### src/rtl/serial_sub_ctrl.sv
// Bit-serial subtraction controller: one shared full-subtract cell (two
// cascaded half-subtract stages) walks LSB-first across a WIDTH-bit pair.
module serial_sub_ctrl #(
   parameter int WIDTH = 8
) (
   input  logic             clk,
   input  logic             rst,
   input  logic             start,
   input  logic [WIDTH-1:0] a,
   input  logic [WIDTH-1:0] b,
   output logic             ready,
   output logic             busy,
   output logic             done,
   output logic [WIDTH-1:0] diff,
   output logic             borrow_out
);

   localparam int CW = (WIDTH > 1) ? $clog2(WIDTH) : 1;
   localparam logic [CW-1:0] LAST = CW'(WIDTH - 1);

   typedef enum logic {
      IDLE,
      RUN
   } state_t;

   state_t           state_q, state_d;
   logic [WIDTH-1:0] a_sh_q, a_sh_d;
   logic [WIDTH-1:0] b_sh_q, b_sh_d;
   logic [WIDTH-1:0] diff_sh_q, diff_sh_d;
   logic [WIDTH-1:0] diff_q, diff_d;
   logic [CW-1:0]    cnt_q, cnt_d;
   logic             borrow_q, borrow_d;
   logic             bout_q, bout_d;
   logic             done_q, done_d;

   logic d1, b1, d_bit, b2, bout;
   logic [WIDTH-1:0] diff_nx;

   // Shared bit cell: stage 1 on the operand bits, stage 2 folds in borrow.
   always_comb begin
      d1    = a_sh_q[0] ^ b_sh_q[0];
      b1    = ~a_sh_q[0] & b_sh_q[0];
      d_bit = d1 ^ borrow_q;
      b2    = ~d1 & borrow_q;
      bout  = b1 | b2;
      diff_nx = {d_bit, diff_sh_q[WIDTH-1:1]};
   end

   always_comb begin
      state_d   = state_q;
      a_sh_d    = a_sh_q;
      b_sh_d    = b_sh_q;
      diff_sh_d = diff_sh_q;
      diff_d    = diff_q;
      cnt_d     = cnt_q;
      borrow_d  = borrow_q;
      bout_d    = bout_q;
      done_d    = 1'b0;
      unique case (state_q)
         IDLE: begin
            if (start) begin
               state_d   = RUN;
               a_sh_d    = a;
               b_sh_d    = b;
               borrow_d  = 1'b0;
               cnt_d     = '0;
               diff_sh_d = '0;
               diff_d    = '0;
               bout_d    = 1'b0;
            end
         end
         RUN: begin
            a_sh_d    = a_sh_q >> 1;
            b_sh_d    = b_sh_q >> 1;
            diff_sh_d = diff_nx;
            borrow_d  = bout;
            cnt_d     = cnt_q + CW'(1);
            if (cnt_q == LAST) begin
               state_d = IDLE;
               cnt_d   = '0;
               diff_d  = diff_nx;
               bout_d  = bout;
               done_d  = 1'b1;
            end
         end
         default: state_d = IDLE;
      endcase
   end

   always_ff @(posedge clk) begin
      if (rst) begin
         state_q   <= IDLE;
         a_sh_q    <= '0;
         b_sh_q    <= '0;
         diff_sh_q <= '0;
         diff_q    <= '0;
         cnt_q     <= '0;
         borrow_q  <= 1'b0;
         bout_q    <= 1'b0;
         done_q    <= 1'b0;
      end else begin
         state_q   <= state_d;
         a_sh_q    <= a_sh_d;
         b_sh_q    <= b_sh_d;
         diff_sh_q <= diff_sh_d;
         diff_q    <= diff_d;
         cnt_q     <= cnt_d;
         borrow_q  <= borrow_d;
         bout_q    <= bout_d;
         done_q    <= done_d;
      end
   end

   assign ready      = (state_q == IDLE);
   assign busy       = (state_q == RUN);
   assign done       = done_q;
   assign diff       = diff_q;
   assign borrow_out = bout_q;

endmodule

### config.mk
export PLATFORM = sky130hd
export DESIGN_NAME = serial_sub_ctrl
export DESIGN_NICKNAME = d
export VERILOG_FILES = /design/src/rtl/serial_sub_ctrl.sv
export SDC_FILE = /design/constraint.sdc
export NUM_CORES = 1
export LEC_CHECK = 0
export CELL_PAD_IN_SITES_DETAIL_PLACEMENT = 1
export CELL_PAD_IN_SITES_GLOBAL_PLACEMENT = 1
export CORE_UTILIZATION = 30
export CTS_CLUSTER_SIZE = 40
export DETAILED_ROUTE_END_ITERATION = 7
export PLACE_DENSITY_LB_ADDON = 0.1
export SETUP_SLACK_MARGIN = 0.5
export SYNTH_ARGS = -nofsm -noshare
export SYNTH_HDL_FRONTEND = slang
export SYNTH_SLANG_ARGS = --single-unit
### constraint.sdc
create_clock -name clk -period 1.8 [get_ports clk]
set_clock_uncertainty 0.1 [all_clocks]
set_input_delay 0.36 -clock clk [delete_from_list [all_inputs] [get_ports clk]]
set_output_delay 0.36 -clock clk [all_outputs]
set_load 0.05 [all_outputs]
* After elaboration in Yosys (flattened, before gate mapping)
Index checks and enable logic that the tools add are counted.
** Word-level totals
- Latch bits :: 0
- Logic and storage cells :: 42
- ROM bits :: 0
- Memories :: 0
- Output and inout bits :: 12
- Bits in registers :: 39
- Bits in writable memories :: 0
- Input port bits :: 19
** Operators by class
- Add/subtract/negate cells :: 1
- Shifts and indexed selects :: 0
- Muxes and demuxes :: 19
- Reductions and logical operators :: 2
- Order comparisons :: 0
- Divide/modulo/power cells :: 0
- Multiply operators :: 0
- Bitwise operators :: 8
- Equality and inequality tests :: 3
** Operators by type and width (count)
- $pmux W8 S2 :: 4
- $mux W8 :: 4
- $mux W3 :: 2
- $pmux W1 S2 :: 3
- $pmux W3 S2 :: 1
- $mux W1 :: 5
- $add A3 B1 Y3 const B :: 1
- $eq A3 B3 Y1 const B :: 1
- $not A1 Y1 :: 3
- $and A1 B1 Y1 :: 2
- $ne A2 B1 Y1 const B :: 1
- $ne A2 B2 Y1 const B :: 1
- $reduce_and A2 Y1 :: 1
- $reduce_or A2 Y1 :: 1
- $xor A1 B1 Y1 :: 2
- $or A1 B1 Y1 :: 1

* Depth between registers and ports, before layout
- Word-level depth :: 6
- Gate-level depth with buffers :: 4
- Depth with buffers taken out :: 4

* Worst setup path after synthesis
Ideal clock, no wire load.
- Path type :: reg-to-output
- From :: reg state_q, in the netlist busy
- To :: out ready
- Required time :: 1.340 ns
- Data arrival time :: 1.217 ns
- Setup slack :: 0.123 ns
- Buffers on the path :: 1
- Cell stages (with the launch flop) :: 3
- Cell sequence :: dfxtp_1 inv_1 buf_2
** On the way
- Longest elaborated chain between the ends :: 1
** Ends and longest elaborated chain
- start: declaration :: RTL line 26 : state_t state_q, state_d;
- start signal: assignment :: RTL line 102 : state_q <= state_d;
- $not A1 Y1
- end: declaration :: RTL line 11 : output logic ready,
No other way between the ends.

* Worst setup path after layout
- From :: reg cnt_q[0]
- To :: reg diff_q[7], in the netlist diff[7]
** On the way
- Longest elaborated chain between the ends :: 3
** Ends and longest elaborated chain
- start: declaration :: RTL line 31 : logic [CW-1:0] cnt_q, cnt_d;
- start signal: assignment :: RTL line 107 : cnt_q <= cnt_d;
- $eq A3 B3 Y1 :: RTL line 78 : if (cnt_q == LAST) begin
- $ne A2 B1 Y1 (no source line)
- $reduce_and A2 Y1 (no source line)
- end signal: assignment :: RTL line 106 : diff_q <= diff_d;
- end: declaration :: RTL line 30 : logic [WIDTH-1:0] diff_q, diff_d;
No other way between the ends.
A chain may end at the register's enable or synchronous reset.

==> metrics.yaml <==
critical_path:
  slowest_delay_ns: 0.34
  critical_path_buf_inv_count: 1
  cp_top_family: "flip-flops"
  worstPathMaxFanout: 4
  crit_chain: "ha_4, ha_4, mux2_4, buf_4, o32ai_2"
  cp.arrival_ns: 1.52
  path_common_cell: "ha_4"
  setup.worst_path.end_class: "flip-flop"
  crit_type: "reg -> reg"
  worstPathRequired_ns: 1.89
  cp-start-kind: "flip-flop"
  slowest_stage: "dfxtp_2"
logic_synthesis:
  ys_warn_count: 0
  synthCells: 168
  syn-cell-area_um2: 1710
  synth_common_cells: "38 x dfxtp_1, 16 x mux2i_1, 14 x nor2b_1"
  synth-seq-cells: 38
  avgSynthCellArea_um2: 10.2
  ys_types: 22
  post-synth-top-count-cell: "dfxtp_1"
  ys.flop_type: "dfxtp_1"
  synth_edf_count: 0
  synth_top_area_cell: "dfxtp_1"
  synth_nets: 191
  ys_top_cells_by_area: "dfxtp_1 45%, mux2i_1 9.4%, or3b_1 6.1%"
  ys_seq_area_share_pct: 44.5
  synthArstFlopShare_pct: 0
  synth_top_area_share_pct: 44.5
clocking:
  path_clk_slew_ns: 0.08
  cts.sink_count: 38
  root_buffer: "clkbuf_8"
  cts_max_path_buffers: 2
  numCtsBuffers: 5
  worstSkewPairLatency_ns: 0.29
  cts_tree: "yes"
  cts-htree-levels: 2
flow_run:
  drv_cap: 0
die:
  start_util_pct: 31.0
  fp.dieH_um: 77.5
  io_pins: 31
  rows: 27
  die_area_um2: 6000
  die_x_um: 77.5
  core-area_um2: 5510
timing:
  hold_viol: 0
  tns_ns: 0
  max_freq_mhz: 699
  fin_crit_sh_pct: 79.5
  period_needed_ns: 1.43
  finalMaxSlewViolations: 0
  worst_slew_pin_slew_ns: 0.242
  rsz0062_at_grt: "yes"
  setup_viol: 0
  slew_headroom_pct: 83.8
routing:
  met3_length_um: 123
  drcViolationCount: 0
  antenna_left: 0
  drt_iter0_drc: 59
  vias_per_cell: 4.76
  wl_met2_mm: 2.27
  firstDrtPassIters: 4
  post_drt_wl_per_cell_um: 14.8
  top_layer_used: "met4"
  vias: 1376
  totalWireLength_mm: 4.27
  drt-met1-wl_mm: 1.84
power:
  p_leak_nw: 0.995
  ir_drop_uv: 362
  power_density_nw_per_um2: 817
min_path:
  hold_class: "reg -> reg"
global_routing:
  grt_pass1_wl_mm: 6.60
  grt.total_usage_pct: 14.2
  grt_pass1_vias: 1396
  antenna_found_initial: 0
  grt-ovfl-total: 0
  grt_max_degree: 48
placed_design:
  dp_hpwl_mm: 2.45
  dp.cells: 262
  io_buffer_count: 30
  gp_congestion: 0.673
layout:
  finalCoreUtilization_pct: 47.3
  multi_input_area_um2: 977
  fill_cells: 597
  seqCellArea_um2: 774
  syn_to_final_growth_pct: 52.4
  drive_gt1_share_pct: 39.2
  n_antenna_cell: 0
  final_nets: 239
  fin_cells: 289
status:
  status: "finished clean"
[per-layer routing]
metal,track usage (%),up-vias
li1,-,681
met1,16.9,666
met2,24.7,24
met3,3.18,5
met4,5.09,0
met5,0,-
[final timing paths]
| check | start | endpoint | slack, ns | cells past startpoint |
|---|---|---|---|---|
| max | cnt_q[0] | diff[7] | 0.37 | 5 |
| min | diff_sh_q[4] | diff_sh_q[3] | 0.38 | 2 |
| min reg2reg | diff_sh_q[4] | diff_sh_q[3] | 0.38 | 2 |
| max reg2reg | cnt_q[0] | diff[7] | 0.37 | 5 |
[kinds of logic after synthesis]
logic type	Yosys count	synth area share (%)
buf+inv	23	6.73
mux	17	10.2
simple gates	51	18.8
flops	38	44.5
fa+ha+maj	4	3.37
compound gates	35	16.3
[power by group]
part | internal, mW | switching (mW)
clock | 0.555 | 0.313
combinational | 0.197 | 0.151
sequential | 0.881 | 0.0303
[state kept, by name (all words and copies together) (netlist names)]
signal,count
a_sh_q,8
b_sh_q,8
borrow_out,1
borrow_q,1
busy,1
cnt_q,3
diff,8
diff_sh_q,7
done,1
[worst min-delay path, stage by stage (launching register included)]
cell,delay (ns)
dfxtp_1,0.32
nand2_1,0.06
a21oi_1,0.05
[layout by cell type, fill, tap and decap left out, types with 2 or more instances in the layout]
master           instances
a211oi_1                12
a211oi_2                 2
a21oi_1                  5
a21oi_2                  7
buf_12                   5
buf_4                   15
buf_6                   11
buf_8                    3
bufinv_16                2
clkbuf_8                 5
clkdlybuf4s50_1         17
dfxtp_1                 29
dfxtp_2                  8
ha_4                     2
inv_1                    8
mux2_4                   2
mux2i_1                 16
nand2_1                  9
nand2b_1                11
nor2b_1                 13
nor3_1                   2
o32ai_2                  9
or3b_1                   6
or3b_4                   6
[metrics by stage]
| stage | hold slack [ns] | worst slack [ns] | power [mW] | area, um^2 |
|---|---|---|---|---|
| floorplan | 0.340 | 0.471 | 1.09 | 1770 |
| global placement | 0.365 | 0.0729 | 1.17 | 2140 |
| detailed placement | 0.365 | 0.0155 | 1.18 | 2140 |
| CTS | 0.379 | 0.411 | 2.11 | 2410 |
| global route | 0.411 | 0.346 | 2.22 | 2610 |
| finish | 0.377 | 0.370 | 2.13 | 2610 |
[timing repair]
item	4_1_cts	5_1_grt
pin swaps	14	16
cloned	1	1
buffers inserted	8	9
gates resized for setup	21	30
hold buffers	0	0
endpoints found under the setup margin	44	31
[final cells by class]
type,count,share of cell area [%]
clock buffers,5,2.64
inverters,10,1.54
repair buffers,53,22.5
well taps,72,3.46
flip-flops and latches,38,29.7
multi-input cells,108,37.5
clock inverters,3,2.64
Note: power is estimated with default switching activity, not from simulation.
